`config.mk`:
```
export PLATFORM = sky130hd
export DESIGN_NAME = log_ring_ctrl_flat
export DESIGN_NICKNAME = d
export VERILOG_FILES = /design/src/rtl/log_ram_pkg.sv /design/src/rtl/log_ring_ctrl_if.sv /design/src/rtl/log_rd_buf.sv /design/src/rtl/log_ring_ctrl.sv /design/src/flat_wrapper.sv
export SDC_FILE = /design/constraint.sdc
export NUM_CORES = 1
export LEC_CHECK = 0
export ABC_CLOCK_PERIOD_IN_PS = 9500
export CAP_MARGIN = 20
export CORE_MARGIN = 1
export CORE_UTILIZATION = 25
export DETAILED_ROUTE_END_ITERATION = 10
export GPL_TIMING_DRIVEN = 0
export PLACE_DENSITY = 0.52
export SLEW_MARGIN = 10
export SYNTH_ARGS = -nofsm -noshare
export SYNTH_HDL_FRONTEND = slang
export SYNTH_SLANG_ARGS = --single-unit
export TNS_END_PERCENT = 50
```
`constraint.sdc`:
```
create_clock -name clk_in -period 9.5 [get_ports clk_in]
set_input_delay 1.9 -clock clk_in [delete_from_list [all_inputs] [get_ports clk_in]]
set_output_delay 1.9 -clock clk_in [all_outputs]
set_load 0.02 [all_outputs]
```
`src/rtl/log_ram_pkg.sv`:
```
// Geometry shared by the log RAM and its ring-buffer controller.
package log_ram_pkg;

  localparam int AW    = 10;
  localparam int DW    = 10;
  localparam int DEPTH = 1 << AW;

  typedef logic [AW-1:0] addr_t;
  typedef logic [DW-1:0] data_t;
  typedef logic [AW:0]   cnt_t;

  // Ring pointers wrap naturally because addr_t is exactly AW bits wide.
  function automatic addr_t next_addr(input addr_t a);
    return a + addr_t'(1);
  endfunction

endpackage

```
`src/rtl/log_ring_ctrl_if.sv`:
```
// Capture-side stream, drain-side stream and RAM port signals of the log ring controller.
interface log_ring_ctrl_if;
  import log_ram_pkg::*;

  logic  in_valid;
  data_t in_data;
  logic  in_ready;

  logic  out_valid;
  data_t out_data;
  logic  out_ready;

  addr_t ram_waddr;
  data_t ram_wdata;
  logic  ram_wen;
  addr_t ram_raddr;
  logic  ram_rden;
  data_t ram_rdata;

  modport master (
    input  in_valid, in_data, out_ready, ram_rdata,
    output in_ready, out_valid, out_data,
           ram_waddr, ram_wdata, ram_wen, ram_raddr, ram_rden
  );

  modport slave (
    output in_valid, in_data, out_ready, ram_rdata,
    input  in_ready, out_valid, out_data,
           ram_waddr, ram_wdata, ram_wen, ram_raddr, ram_rden
  );

endinterface

```
`src/rtl/log_rd_buf.sv`:
```
// Two-entry output buffer fed from the RAM read port; head is presented to the drain side.
module log_rd_buf
  import log_ram_pkg::*;
(
  input  logic       clk_in,
  input  logic       rst_n,
  input  logic       clear,
  input  logic       push,
  input  data_t      push_data,
  input  logic       pop,
  output logic [1:0] occ,
  output data_t      head
);

  data_t slot [2];
  logic  hd;
  logic  wsel;

  // The issue logic never lets a push land on a full buffer, so the write slot is
  // simply the one after the head when one entry is held, else the head itself.
  assign wsel = hd ^ occ[0];
  assign head = slot[hd];

  always_ff @(posedge clk_in or negedge rst_n) begin
    if (!rst_n) begin
      slot[0] <= '0;
      slot[1] <= '0;
      hd      <= 1'b0;
      occ     <= 2'd0;
    end else if (clear) begin
      slot[0] <= '0;
      slot[1] <= '0;
      hd      <= 1'b0;
      occ     <= 2'd0;
    end else begin
      if (push) slot[wsel] <= push_data;
      if (pop)  hd <= ~hd;
      occ <= occ + {1'b0, push} - {1'b0, pop};
    end
  end

endmodule

```
`src/rtl/log_ring_ctrl.sv`:
```
// Ring-buffer controller running a dual-port log RAM as a FIFO with a registered-read
// output buffer; optionally overwrites the oldest entry instead of back-pressuring.
module log_ring_ctrl
  import log_ram_pkg::*;
#(
  parameter bit OVERWRITE = 1'b0
)
(
  input  logic                  clk_in,
  input  logic                  rst_n,
  input  logic                  clear,
  log_ring_ctrl_if.master       bus,
  output cnt_t                  count,
  output logic                  full,
  output logic                  empty,
  output logic [15:0]           drop_cnt
);

  addr_t      wptr;
  addr_t      rptr;
  logic       pend;
  logic [1:0] occ;
  data_t      head;
  logic       wr;
  logic       pop;
  logic       iss;
  logic       drop;
  logic [2:0] need;

  // A read is only issued when the buffer is sure to have room for it once the
  // read already in the RAM output stage and this cycle's pop are accounted for.
  always_comb begin
    full          = (count == cnt_t'(DEPTH));
    bus.in_ready  = !clear && (OVERWRITE || !full);
    wr            = bus.in_valid && bus.in_ready;
    bus.out_valid = (occ != 2'd0);
    bus.out_data  = head;
    pop           = bus.out_valid && bus.out_ready;
    need          = {1'b0, occ} + {2'b00, pend};
    iss           = !clear && (count != '0) && (need < (3'd2 + {2'b00, pop}));
    drop          = OVERWRITE && full && wr && !iss;
    bus.ram_wen   = wr;
    bus.ram_waddr = wptr;
    bus.ram_wdata = bus.in_data;
    bus.ram_rden  = iss;
    bus.ram_raddr = rptr;
    empty         = (count == '0) && !pend && (occ == 2'd0);
  end

  always_ff @(posedge clk_in or negedge rst_n) begin
    if (!rst_n) begin
      wptr     <= '0;
      rptr     <= '0;
      count    <= '0;
      pend     <= 1'b0;
      drop_cnt <= '0;
    end else if (clear) begin
      wptr     <= '0;
      rptr     <= '0;
      count    <= '0;
      pend     <= 1'b0;
      drop_cnt <= '0;
    end else begin
      if (wr) wptr <= next_addr(wptr);
      if (iss || drop) rptr <= next_addr(rptr);
      pend <= iss;
      if (drop && (drop_cnt != 16'hFFFF)) drop_cnt <= drop_cnt + 16'd1;
      // An overwrite retires the oldest entry as it stores a new one, so count holds.
      case ({wr && !drop, iss})
        2'b10:   count <= count + cnt_t'(1);
        2'b01:   count <= count - cnt_t'(1);
        default: count <= count;
      endcase
    end
  end

  log_rd_buf u_buf (
    .clk_in    (clk_in),
    .rst_n     (rst_n),
    .clear     (clear),
    .push      (pend),
    .push_data (bus.ram_rdata),
    .pop       (pop),
    .occ       (occ),
    .head      (head)
  );

endmodule

```
`src/flat_wrapper.sv`:
```
// flat-port wrapper written by rule: the top's interface ports become plain ports
module log_ring_ctrl_flat import log_ram_pkg::*;
#(
  parameter bit OVERWRITE = 1'b0
)
  (clk_in, rst_n, clear, count, full, empty, drop_cnt, bus_in_valid, bus_in_data, bus_out_ready, bus_ram_rdata, bus_in_ready, bus_out_valid, bus_out_data, bus_ram_waddr, bus_ram_wdata, bus_ram_wen, bus_ram_raddr, bus_ram_rden);
  log_ring_ctrl_if bus_i ();
  input  logic clk_in;
  input  logic rst_n;
  input  logic clear;
  output cnt_t count;
  output logic full;
  output logic empty;
  output logic [15:0] drop_cnt;
  input wire logic [$bits(bus_i.in_valid)-1:0] bus_in_valid;
  input wire logic [$bits(bus_i.in_data)-1:0] bus_in_data;
  input wire logic [$bits(bus_i.out_ready)-1:0] bus_out_ready;
  input wire logic [$bits(bus_i.ram_rdata)-1:0] bus_ram_rdata;
  output wire logic [$bits(bus_i.in_ready)-1:0] bus_in_ready;
  output wire logic [$bits(bus_i.out_valid)-1:0] bus_out_valid;
  output wire logic [$bits(bus_i.out_data)-1:0] bus_out_data;
  output wire logic [$bits(bus_i.ram_waddr)-1:0] bus_ram_waddr;
  output wire logic [$bits(bus_i.ram_wdata)-1:0] bus_ram_wdata;
  output wire logic [$bits(bus_i.ram_wen)-1:0] bus_ram_wen;
  output wire logic [$bits(bus_i.ram_raddr)-1:0] bus_ram_raddr;
  output wire logic [$bits(bus_i.ram_rden)-1:0] bus_ram_rden;
  assign bus_i.in_valid = bus_in_valid;
  assign bus_i.in_data = bus_in_data;
  assign bus_i.out_ready = bus_out_ready;
  assign bus_i.ram_rdata = bus_ram_rdata;
  assign bus_in_ready = bus_i.in_ready;
  assign bus_out_valid = bus_i.out_valid;
  assign bus_out_data = bus_i.out_data;
  assign bus_ram_waddr = bus_i.ram_waddr;
  assign bus_ram_wdata = bus_i.ram_wdata;
  assign bus_ram_wen = bus_i.ram_wen;
  assign bus_ram_raddr = bus_i.ram_raddr;
  assign bus_ram_rden = bus_i.ram_rden;
  log_ring_ctrl #(.OVERWRITE(OVERWRITE)) u_core (.clk_in(clk_in), .rst_n(rst_n), .clear(clear), .bus(bus_i), .count(count), .full(full), .empty(empty), .drop_cnt(drop_cnt));
endmodule
```
# [Yosys cells after proc, flatten, opt, wreduce, memory -nomap -nowiden]
# Index checks and enable logic that the tools add are counted.
# Widths: inputs -> output; s select.
[classes] reduce_logical=20 n_lt_le_gt_ge=4 eq_ne=3 mux=18 bitwise_logic=4 addsub=8
[op_table] op="$mux 10" n=8
[op_table] op="$mux 20" n=2
[op_table] op="$pmux 11 s2" n=1
[op_table] op="$add 10x1->10 const B" n=2
[op_table] op="$bwmux 20" n=1
[op_table] op="$add 11x1->11 const B" n=1
[op_table] op="$eq 11x11->1 const B" n=1
[op_table] op="$logic_not 11->1" n=1
[op_table] op="$mux 11" n=1
[op_table] op="$reduce_bool 11->1" n=1
[op_table] op="$sub 11x1->11 const B" n=1
[op_table] op="$demux 10 s1" n=1
[op_table] op="$reduce_bool 2->1" n=5
[op_table] op="$logic_and 1x1->1" n=8
[op_table] op="$ge 2x2->1 const B" n=2
[op_table] op="$not 1->2" n=2
[op_table] op="$add 2x1->3" n=1
[op_table] op="$add 2x1->3 const A" n=1
[op_table] op="$logic_not 1->1" n=3
[op_table] op="$lt 3x3->1" n=1
[op_table] op="$mux 1" n=3
[op_table] op="$reduce_bool 3->1" n=1
[op_table] op="$add 2x1->2" n=1
[op_table] op="$eq 2x1->1 const B" n=1
[op_table] op="other kinds (7)" n=7
[totals] regBits=55 elab_cells=65 output_inout_bits=73

# [Depth between registers and ports, before layout]
# Gate-level depths: netlist of run 1.
[logic_depth] word_depth=9 depth_mapped=14 ltp_nobuf=13

# [Modules after synthesis]
# From an unflattened synthesis of run 1, not the netlist that was laid out.
[hier_totals] hier_cells=355 area_unflattened_um2=3397.0
[by_module_without_submodules] module="log_ring_ctrl" cells_each=239 area_per_inst_um2=2272.2 seq_area_each_um2=800.8 instances=1
[by_module_without_submodules] module="log_rd_buf" cells_each=116 area_per_inst_um2=1124.8 seq_area_each_um2=575.6 instances=1

# [Worst setup path before layout of run 1]
# No wires, ideal clock.
[synth_timing] kind="input -> output" start="in bus_out_ready" end="out bus_ram_rden" cell_stages=5 path_slack_ns=4.882 t_arrival_ns=2.718 path_buffers=2 path_cell_list="o21ai_0 o21ai_0 and3_1 buf_6 buf_2"
[synth_between] elab_chain_len=4
[synth_rtl] element="from (decl)" line="flat_wrapper.sv:17" text="input wire logic [$bits(bus_i.out_ready)-1:0] bus_out_ready;"
[synth_rtl] element="$logic_and 1x1->1" line="log_ring_ctrl.sv:38" text="pop = bus.out_valid && bus.out_ready;"
[synth_rtl] element="$add 2x1->3" line="log_ring_ctrl.sv:40" text="iss = !clear && (count != '0) && (need < (3'd2 + {2'b00, pop}));"
[synth_rtl] element="$lt 3x3->1" line="log_ring_ctrl.sv:40"
[synth_rtl] element="$logic_and 1x1->1" line="log_ring_ctrl.sv:40"
[synth_rtl] element="to (decl)" line="flat_wrapper.sv:26" text="output wire logic [$bits(bus_i.ram_rden)-1:0] bus_ram_rden;"
# No other way between the ends.

# [Final worst setup path of run 1]
[layout_timing] start="in clear" end="out bus_in_ready"
[layout_between] elab_chain_len=2
[layout_rtl] element="from (decl)" line="flat_wrapper.sv:10" text="input logic clear;"
[layout_rtl] element="$logic_not 1->1" line="log_ring_ctrl.sv:34" text="bus.in_ready = !clear && (OVERWRITE || !full);"
[layout_rtl] element="$logic_and 1x1->1" line="log_ring_ctrl.sv:34"
[layout_rtl] element="to (decl)" line="flat_wrapper.sv:19" text="output wire logic [$bits(bus_i.in_ready)-1:0] bus_in_ready;"
# No other way between the ends.

==> summary.md, run 1 <==
| Metric | Value |
|---|---|
| R2R depth | 13 |
| # fillers | about 1400 |
| Reg2reg start | u_core.count[6] |
| Hold path endpoint | u_core.u_buf.slot[5] |
| Hold Path Stages | 2 |
| Antenna violations before repair | 0 |
| Synth top cells by count | nor2_1 (61), dfrtp_1 (55), mux2i_1 (30), buf_4 (26), xor2_1 (18) |
| Ant diodes | 0 |
| Skew-Pair Late Insertion Delay | slightly below 0.3 ns |
| Kind of critical path | input pin to output pin |
| Iter 0 DRT Violations | slightly below 60 |
| Reg area | ~0.0014 mm2 |
| Worst-Margin Slew | about 0.85 ns |
| Via count | about 2600 |
| Synth area leaders | dfrtp_1 (42%), mux2i_1 (9.1%), nor2_1 (6.9%), buf_4 (5.9%), ha_1 (5.7%) |
| Die Y | 116.8 um |
| Post-synth top area share | 0.4176 |
| LEAKAGE | ~2.1 nW |
| I/O pin total | 98 |
| Max incr delay on CP | 0.57 ns |
| Period utilization | 0.6229 |
| CP Buf/Inv Count | 4 |
| First drt pass iteration count | 4 |
| Clock Tree Buf Depth | 2 |
| ANT nets after route | 0 |
| Global-route met1 utilization | 0.1591 |
| Dominant cell type by area after synthesis | dfrtp_1 |
| Area grow syn2layout | 34.81% |
| Hold_sp | u_core.u_buf.slot[5] |
| GRT Total Usage | 0.1197 |
| Max Freq | around 170 MHz |
| Delay-heaviest family, CP | buffers and inverters |
| Post-synth EDFFs | 0 |
| Worst EP arrival | about 4.0 ns |
| CP endpoint kind | output pin |
| HPWL Detailed | ~5.5 mm |
| CP max FO | 10 |
| PwrDens | around 270 mW/mm2 |
| Terminus of the critical flop-to-flop path | u_core.count[10] |
| Setup TNS | 0 ns |
| Core area | roughly 0.013 mm2 |
| Outcome | finished clean |
| Resized cells post-CTS | 0 |
| IO buf count | 71 |
| Max-Slew Margin vs Limit | 0.4365 |
| Area after DPL | ~0.0043 mm2 |
| Htree depth | 2 |
| Multi-input gate area | around 0.0017 mm2 |
| Final setup vio count | 0 |
| Vias in the first global route | around 2600 |
| CTS buffer count | 5 |
| Critical Path RT | 7.60 ns |
| Seq/Total Area, Yosys | 0.4176 |
| Row count | between 40 and 50 |
| Placer congestion estimate | ~0.8 |
| Clock Tree Root | clkbuf_16 |
| Initial Util | 0.2590 |
| Largest net degree at the start of global routing | 56 |
| #FFs+latches synth | 55 |
| Vias/cell | between 4 and 5 |
| CP cell instances | clkdlybuf4s50_1, clkbuf_1, clkbuf_1, nor2_1, clkdlybuf4s50_1 |
| Global-route wire length before repair | around 13 mm |
| Most used standard cell by instance count after synthesis | nor2_1 |
| Worst R2R Setup Slack | between 5 and 6 ns |
| Post-CTS Hold Buffers | 0 |
| Cell Area, Synth | about 0.0033 mm2 |
| Clk_skew | between 0.007 and 0.008 ns |
| DRT Wirelength | approximately 7.7 mm |
| Max VDD drop | approximately 0.16 mV |
| Mean Syn Cell Area | 9.838 um2 |
| CP max-delay cell | clkdlybuf4s50_1 |
| Power, Total | approximately 1.2 mW |
| Met2 Resource Use GR | 0.2043 |
| Final hold vios | 0 |
| Netlist cell types | 43 |
| Slew Limit Fails | 0 |
| WL per Instance | between 10 and 15 um |
| Ys flop type | dfrtp_1 |
| Worst Setup Start Kind | input pin |
| DIE AREA | about 0.014 mm2 |
| Max-cap violations | 0 |
| GRT Max-Usage Layer | met2 |
| Worst Hold Class | register to register |
| Share of cells above drive strength 1 | 0.1259 |
| CTS Sinks | 55 |
| GR Util met3 | 0.01751 |
| Nets | 469 |
| CTS tree | built |
| Crit path time final | ~6 ns |
| Setup bufs post-CTS | 0 |
| Finished Cell Area | ~0.0044 mm2 |
| Clock Pin Slew Worst Setup and Hold Paths | ~0.08 ns |
| Residual DRC count | 0 |
| Die width | 116.8 um |
| Yosys warns | 0 |
| RSZ-0062 raised after global routing | false |
| Asr flop ratio synth | 1.000 |
| Grt total ovfl | 0 |
| Cell count after synthesis | 335 |
==> state kept, by name (all words and copies together) (netlist names) <==
| signal | count |
|---|---|
| u_core.bus.ram_raddr | 10 |
| u_core.bus.ram_waddr | 10 |
| u_core.count | 11 |
| u_core.pend | 1 |
| u_core.u_buf.hd | 1 |
| u_core.u_buf.occ | 2 |
| u_core.u_buf.slot | 20 |
==> layout by cell type (no fill, tap or decap), types with 3 or more instances in the layout <==
master	synthesis	routed
nor2_1	61	61
nand4_1	9	9
xnor2_1	11	11
ha_1	15	15
o21ai_0	11	11
inv_1	11	11
clkbuf_1	7	8
and3_1	5	5
mux2_2	10	10
buf_6	3	3
nand3_1	5	5
dfrtp_1	55	55
nor3_1	4	4
buf_4	26	27
a21oi_1	7	7
nand2_1	14	14
conb_1	1	16
mux2i_1	30	30
nand2b_1	4	4
clkbuf_16	0	5
clkdlybuf4s50_1	0	70
xor2_1	18	18
==> metrics by stage <==
stage	worst slack, ns	std cells	hold WS [ns]	utilization
after floorplan	4.882	350	0.4835	-
after global placement	3.494	593	0.5023	0.3363
after detailed placement	3.558	593	0.5128	0.3361
after CTS	3.558	601	0.5294	0.3492
after global routing	3.415	601	0.5632	0.3492
final	3.583	601	0.5220	0.3492
==> power by group <==
part	switching (mW)	internal, mW	leakage (nW)
combinational	0.361	0.309	1.31
sequential	0.0502	0.283	0.753
clock	0.0871	0.126	0.0815
total	0.498	0.718	2.15
==> worst max path at each step <==
stage / start / endpoint / slack, ns / depth (start not counted)
3_3_place_gp: clear / bus_in_ready / 3.49 / 5
6_report: clear / bus_in_ready / 3.58 / 5
2_1_floorplan: bus_out_ready / bus_ram_rden / 4.88 / 5
5_1_grt: clear / bus_ram_wen / 3.41 / 5
3_5_place_dp: clear / bus_ram_wen / 3.56 / 5
4_1_cts: clear / bus_in_ready / 3.56 / 5
==> per-layer routing <==
layer | part of all wire | vias to the layer above
li1 | - | 1276
met1 | 0.48 | 1232
met2 | 0.47 | 67
met3 | 0.041 | 9
met4 | 0.011 | 0
met5 | 0 | -
==> kinds of logic after synthesis <==
kind of cell,synth area share
AO/OA/AOI/OAI,0.05581
XOR/XNOR,0.08200
adder cells (fa/ha/maj),0.06302
buffers and inverters,0.09263
flip-flops,0.4176
multiplexers,0.1287
other,0.001138
AND/OR/NAND/NOR,0.1591
==> area by class of cell <==
class                           count  share of cell area
Sequential cell                    55              0.3098
Clock inverter                      2            0.008730
Tap cell                          172             0.04844
Inverter                           11            0.009293
Timing Repair Buffer               71              0.1594
Clock buffer                        6             0.02901
Multi-Input combinational cell    246              0.3760
Buffer                             38             0.05942
==> worst register-to-register path, cell delays in order, from the launching register on <==
cell     delay [ns]
dfrtp_1        0.44
nor4_1         0.67
nand4_1        0.30
and3_1         0.24
buf_6          0.13
nand2_1        0.08
inv_1          0.18
ha_1           0.44
nand3_1        0.10
a21oi_1        0.25
nor2_1         0.09
o21ai_0        0.32
mux2i_1        0.24
mux2_1         0.33
Power figures use the tool's default switching activity.
==> run 2, diff against run 1 <==
- ABC_CLOCK_PERIOD_IN_PS: 9500 -> 4750
- PLACE_DENSITY: 0.52 -> 0.53
- clock period: 9.5 -> 4.75 ns (I/O delays scaled with it)
==> summary.md, run 2 (same netlist as run 1, synthesis figures left out) <==
| Metric | Value |
|---|---|
| Outcome | finished clean (unchanged) |
| I/O pin total | 98 (unchanged) |
| Clock Tree Root | clkbuf_16 (unchanged) |
| PwrDens | 535.4 mW/mm2 (was 273.7 mW/mm2) |
| Final setup vio count | 0 (unchanged) |
| Iter 0 DRT Violations | 99 (was 59) |
| Clk_skew | 0.007918 ns (was 0.007855 ns) |
| Row count | 41 (unchanged) |
| Kind of critical path | input pin to output pin (unchanged) |
| Regs by FF count | u_core.u_buf.slot (20), u_core.count (11) (unchanged) |
| Hold_sp | u_core.u_buf.slot[5] (unchanged) |
| Die width | 116.8 um (unchanged) |
| Share of cells above drive strength 1 | 0.1282 (was 0.1259) |
| CP endpoint kind | output pin (unchanged) |
| Global-route wire length before repair | 12.51 mm (was 12.65 mm) |
| CTS Sinks | 55 (unchanged) |
| Hold Path Stages | 2 (unchanged) |
| Vias/cell | 4.275 (was 4.300) |
| CP Buf/Inv Count | 4 (unchanged) |
| Slew Limit Fails | 0 (unchanged) |
| Final worst slack | 0.7262 ns (was 3.583 ns) |
| Ant diodes | 0 (unchanged) |
| R2R depth | 13 (unchanged) |
| Crit. path cell count | 5 (unchanged) |
| Worst Hold Class | register to register (unchanged) |
| Delay-heaviest family, CP | buffers and inverters (unchanged) |
| Commonest non-fill, non-tap cell in the layout | clkdlybuf4s50_1 (unchanged) |
| Post-layout util | 0.3482 (was 0.3492) |
| WL per Instance | 12.83 um (about the same) |
| IO buf count | 71 (unchanged) |
| Worst Hold Slack | 0.5284 ns (was 0.5220 ns) |
| Htree depth | 2 (unchanged) |
| Skew-Pair Late Insertion Delay | 0.29 ns (about the same) |
| Max-cap violations | 0 (unchanged) |
| Setup bufs post-CTS | 0 (unchanged) |
| CP cell instances | clkdlybuf4s50_1, clkbuf_1, clkbuf_1, nor2_1, clkdlybuf4s50_1 (unchanged) |
| Clock Pin Slew Worst Setup and Hold Paths | 0.08 ns (about the same) |
| Via count | 2569 (was 2584) |
| LEAKAGE | 2.139 nW (was 2.148 nW) |
| Largest net degree at the start of global routing | 56 (unchanged) |
| CP max-delay cell | clkdlybuf4s50_1 (unchanged) |
| Power, Total | 2.372 mW (was 1.216 mW) |
| ANT nets after route | 0 (unchanged) |
| Setup TNS | 0 ns (unchanged) |
| Max Freq | between 200 and 250 MHz |
| CP startpoint | clear (unchanged) |
| Most frequent cells in the layout | clkdlybuf4s50_1 (70), nor2_1 (61), dfrtp_1 (55) (unchanged) |
| HPWL Detailed | 5.606 mm (was 5.526 mm) |
| Worst EP arrival | 3.07 ns (was 4.02 ns) |
| DRT Wirelength | 7.712 mm (was 7.710 mm) |
| Max reg flops | 20 (unchanged) |
| Finished Cell Area | 0.004431 mm2 (was 0.004443 mm2) |
| Layout Cells excl Fill | 601 (unchanged) |
| Initial Util | 0.2590 (unchanged) |
| Clock Tree Buf Depth | 2 (unchanged) |
| Worst-Margin Slew | 0.8224 ns (was 0.8453 ns) |
| Antenna violations before repair | 0 (unchanged) |
| CTS buffer count | 5 (unchanged) |
| Critical Path RT | 3.80 ns (was 7.60 ns) |
| Residual DRC count | 0 (unchanged) |
| Reg2reg start | u_core.count[0] (was u_core.count[6]) |
| Core area | 0.01272 mm2 (unchanged) |
| Top reg by flops | u_core.u_buf.slot (unchanged) |
| Place WS | 0.4570 ns (was 3.558 ns) |
| Placer congestion estimate | 0.7597 (was 0.8028) |
| Max incr delay on CP | 0.56 ns (was 0.57 ns) |
| Post-CTS Hold Buffers | 0 (unchanged) |
| CTS tree | built (unchanged) |
| Die Y | 116.8 um (unchanged) |
| Vias in the first global route | 2475 (was 2555) |
| Nets | 469 (unchanged) |
| Period utilization | 0.8471 |
| RSZ-0062 raised after global routing | false (unchanged) |
| CP max FO | 10 (unchanged) |
| DIE AREA | 0.01365 mm2 (unchanged) |
| Area grow syn2layout | 34.43% (was 34.81%) |
| Resized cells post-CTS | 0 (unchanged) |
| First drt pass iteration count | 4 (unchanged) |
| Final hold vios | 0 (unchanged) |
| Crit path time final | slightly above 4 ns |
| Max-Slew Margin vs Limit | 0.4517 (was 0.4365) |
| GRT Total Usage | 0.1181 (was 0.1197) |
| Grt total ovfl | 0 (unchanged) |
| Area after DPL | 0.004275 mm2 (unchanged) |
| Worst Setup Start Kind | input pin (unchanged) |
| Dpl cells | 593 (unchanged) |
| Max VDD drop | 0.2819 mV (was 0.1569 mV) |
## run 2: report_power, final
group,internal [mW],total [mW],switching [mW]
logic,0.618,1.32,0.702
registers,0.566,0.663,0.0971
clock network,0.211,0.389,0.178
total,1.39,2.37,0.977
## run 2: worst paths after layout
check | endpoint | slack, ns
worst max-delay path | bus_ram_wen | 0.73
min in group asynchronous | u_core.bus.ram_raddr[3] | 0.71
worst min register to register | u_core.u_buf.slot[5] | 0.53
worst max register to register | u_core.count[9] | 1.04
worst min-delay path | u_core.u_buf.slot[5] | 0.53
max in group asynchronous | u_core.bus.ram_raddr[2] | 3.56
## run 2: cell type report
class,instances,area [um2]
plain buffers,38,264.0
clock buffers,6,138.9
clock inverters,2,16.27
fillers,1338,8292
inverters,11,41.29
multi-input cells,246,1670
flip-flops and latches,55,1376
well taps,172,215.2
repair buffers,71,708.2
## run 2: tightest hold or removal path: cells and delay by family, from the launching register on
kind | cells | cell delay, ns
AND/OR/NAND/NOR | 1 | 0.08
multiplexers | 1 | 0.07
flip-flops | 1 | 0.35
## run 2: layer usage
layer / GRT usage / wire length, um / vias up / share of wire
met5: 0 / 0 / - / 0
met4: 0.02532 / 62 / 0 / 0.0080
met3: 0.02163 / 341 / 6 / 0.044
met2: 0.1957 / 3627 / 67 / 0.47
met1: 0.1609 / 3680 / 1217 / 0.48
li1: - / - / 1279 / -
==> run 3, diff against run 2 <==
- ABC_CLOCK_PERIOD_IN_PS: 4750 -> 3300
- clock period: 4.75 -> 3.3 ns (I/O delays scaled with it)
==> summary.md, run 3 (same netlist as run 1, synthesis figures left out) <==
| Metric | Value |
|---|---|
| Outcome | finished clean (unchanged) |
| Max-Slew Margin vs Limit | 0.4593 (was 0.4517) |
| LEAKAGE | 2.199 nW (was 2.139 nW) |
| RSZ-0062 raised after global routing | true (was false) |
| Most frequent cells in the layout | clkdlybuf4s50_1 (69), nor2_1 (61), dfrtp_1 (53) (was clkdlybuf4s50_1 (70), nor2_1 (61), dfrtp_1 (55)) |
| Core area | 0.01272 mm2 (unchanged) |
| Residual DRC count | 0 (unchanged) |
| Terminus of the critical flop-to-flop path | u_core.count[9] (unchanged) |
| Final setup vio count | 0 (unchanged) |
| Max reg flops | 20 (unchanged) |
| Top reg by flops | u_core.u_buf.slot (unchanged) |
| Area after DPL | 0.004275 mm2 (unchanged) |
| Worst Setup Start Kind | register (was input pin) |
| Largest net degree at the start of global routing | 56 (unchanged) |
| Antenna violations before repair | 0 (unchanged) |
| ANT nets after route | 0 (unchanged) |
| Internal power | 2.212 mW (was 1.395 mW) |
| Vias/cell | 4.300 (was 4.275) |
| Clk_skew | 0.007695 ns (was 0.007918 ns) |
| Slew Limit Fails | 0 (unchanged) |
| Nets | 478 (was 469) |
| Sw Ratio | 0.4053 (was 0.4119) |
| DRT Wirelength | 7.878 mm (was 7.712 mm) |
| Row count | 41 (unchanged) |
| Kind of critical path | register to register (was input pin to output pin) |
| Vias in the first global route | 2539 (was 2475) |
| Area grow syn2layout | 41.19% (was 34.43%) |
| CP endpoint kind | register (was output pin) |
| I/O pin total | 98 (unchanged) |
| Reg2reg start | u_core.count[0] (unchanged) |
| CTS Sinks | 55 (unchanged) |
| Share of cells above drive strength 1 | 0.1918 (was 0.1282) |
| Worst EP arrival | 3.35 ns (was 3.07 ns) |
| Sw power | 1.507 mW (was 0.9772 mW) |
| Crit path time final | 3.174 ns |
| Layout Cells excl Fill | 610 (was 601) |
| Sequential power share | 0.264 (was 0.279) |
| HPWL Detailed | 5.606 mm (unchanged) |
| IO buf count | 71 (unchanged) |
| Critical Path RT | 3.48 ns (was 3.80 ns) |
| Worst Hold Class | input pin to async pin (was register to register) |
| Iter 0 DRT Violations | 89 (was 99) |
| Skew-Pair Late Insertion Delay | 0.29 ns (about the same) |
| Regs by FF count | u_core.u_buf.slot (20), u_core.count (11) (unchanged) |
| Clk pwr share | 0.151 (was 0.164) |
| Clock Tree Root | clkbuf_16 (unchanged) |
| CTS tree | built (unchanged) |
| Clock Tree Buf Depth | 2 (unchanged) |
| Initial Util | 0.2590 (unchanged) |
| Die width | 116.8 um (unchanged) |
| Htree depth | 2 (unchanged) |
| Max VDD drop | 0.4619 mV (was 0.2819 mV) |
| Finished Cell Area | 0.004653 mm2 (was 0.004431 mm2) |
| Post-layout util | 0.3658 (was 0.3482) |
| Placer congestion estimate | 0.7597 (unchanged) |
| Via count | 2623 (was 2569) |
| Worst R2R Setup Slack | 0.13 ns (was 1.04 ns) |
| Clock Pin Slew Worst Setup and Hold Paths | 0.08 ns (about the same) |
| Max-cap violations | 0 (unchanged) |
| Commonest non-fill, non-tap cell in the layout | clkdlybuf4s50_1 (unchanged) |
| Period utilization | 0.9618 |
| Worst-Margin Slew | 0.8110 ns (was 0.8224 ns) |
| GRT Total Usage | 0.1213 (was 0.1181) |
| DIE AREA | 0.01365 mm2 (unchanged) |
| First drt pass iteration count | 3 (was 4) |
| R2R depth | 14 (was 13) |
| Ant diodes | 0 (unchanged) |
| Power, Total | 3.719 mW (was 2.372 mW) |
| Worst Hold Slack | 0.4227 ns (was 0.5284 ns) |
| Logic pwr share | 0.585 (was 0.557) |
| CTS buffer count | 5 (unchanged) |
| Final hold vios | 0 (unchanged) |
| Post-CTS Hold Buffers | 0 (unchanged) |
| CP max FO | 6 (was 10) |
| PwrDens | 799.2 mW/mm2 (was 535.4 mW/mm2) |
| Die Y | 116.8 um (unchanged) |
| Grt total ovfl | 0 (unchanged) |
| WL per Instance | 12.91 um (was 12.83 um) |
| Max Freq | ~320 MHz |
| Dpl cells | 593 (unchanged) |
| Global-route wire length before repair | 12.87 mm (was 12.51 mm) |
-- run 3: cell types whose count changed in the layout (fill, tap and decap cells not counted), moves of 4 or more --
cell | previous run | this run
ha_1 | 15 | 8
ha_4 | 0 | 6
o21ai_0 | 11 | 5
o21ai_1 | 0 | 4
buf_4 | 27 | 34
-- run 3: what timing repair did --
action,4_1_cts,5_1_grt
setup buffers,6,3
gates resized for setup,23,11
pin swaps,2,10
setup endpoints to repair,9,5
-- run 3: how the worst max path moves through the flow --
stage / start / to / slack (ns) / cells past startpoint
global route: u_core.count[0] / u_core.count[10] / -0.08 / 14
detailed placement: bus_out_ready / u_core.count[9] / -0.70 / 14
CTS: u_core.count[2] / u_core.count[9] / -0.01 / 14
global placement: bus_out_ready / u_core.count[9] / -0.70 / 14
finish: u_core.count[0] / u_core.count[9] / 0.13 / 14
floorplan: u_core.count[1] / u_core.count[9] / 0.13 / 13
-- run 3: per-layer routing --
layer  wire length [um]  up-vias  global-route usage
met5                  0        -                   0
met4                 62        0             0.02532
met3                288        6             0.02163
met2               3795       59              0.2051
met1               3732     1265              0.1625
li1                   -     1293                   -
-- run 3: cell type report --
cell class	instances	area (um2)
fillers	1316	8069
multi-input cells	246	1807
flip-flops and latches	55	1379
repair buffers	80	785.8
plain buffers	38	266.5
well taps	172	215.2
clock buffers	6	138.9
inverters	11	45.04
clock inverters	2	16.27
-- run 3: critical path, cell delays in order, from the launching register on --
cell and delay [ns]:
dfrtp_2 0.44, nor4_4 0.35, nand4_1 0.19, and3_1 0.21
buf_6 0.14, nand2_4 0.07, clkinvlp_4 0.13, buf_4 0.17
ha_4 0.17, a2111oi_1 0.36, o21ai_1 0.15, a31o_2 0.28
a21oi_2 0.15, xor2_1 0.18, o31ai_2 0.07
-- run 3: per-stage QoR --
| step | setup TNS, ns | setup WS, ns |
|---|---|---|
| after floorplan | 0 | 0.1299 |
| after global placement | -19.43 | -0.6977 |
| after detailed placement | -2.733 | -0.7030 |
| after CTS | -0.009939 | -0.009939 |
| after global routing | -0.1423 | -0.07790 |
| final | 0 | 0.1259 |
-- run 3: power by group through the flow --
| stage | clock network [mW] | logic, mW | registers, mW |
|---|---|---|---|
| 6_report | 0.561 | 2.17 | 0.983 |
| 5_1_grt | 0.611 | 2.40 | 1.01 |
| 4_1_cts | 0.583 | 2.14 | 0.980 |
| 3_5_place_dp | 0 | 1.92 | 0.968 |
| 3_3_place_gp | 0 | 1.91 | 0.964 |
| 2_1_floorplan | 0 | 1.26 | 1.02 |
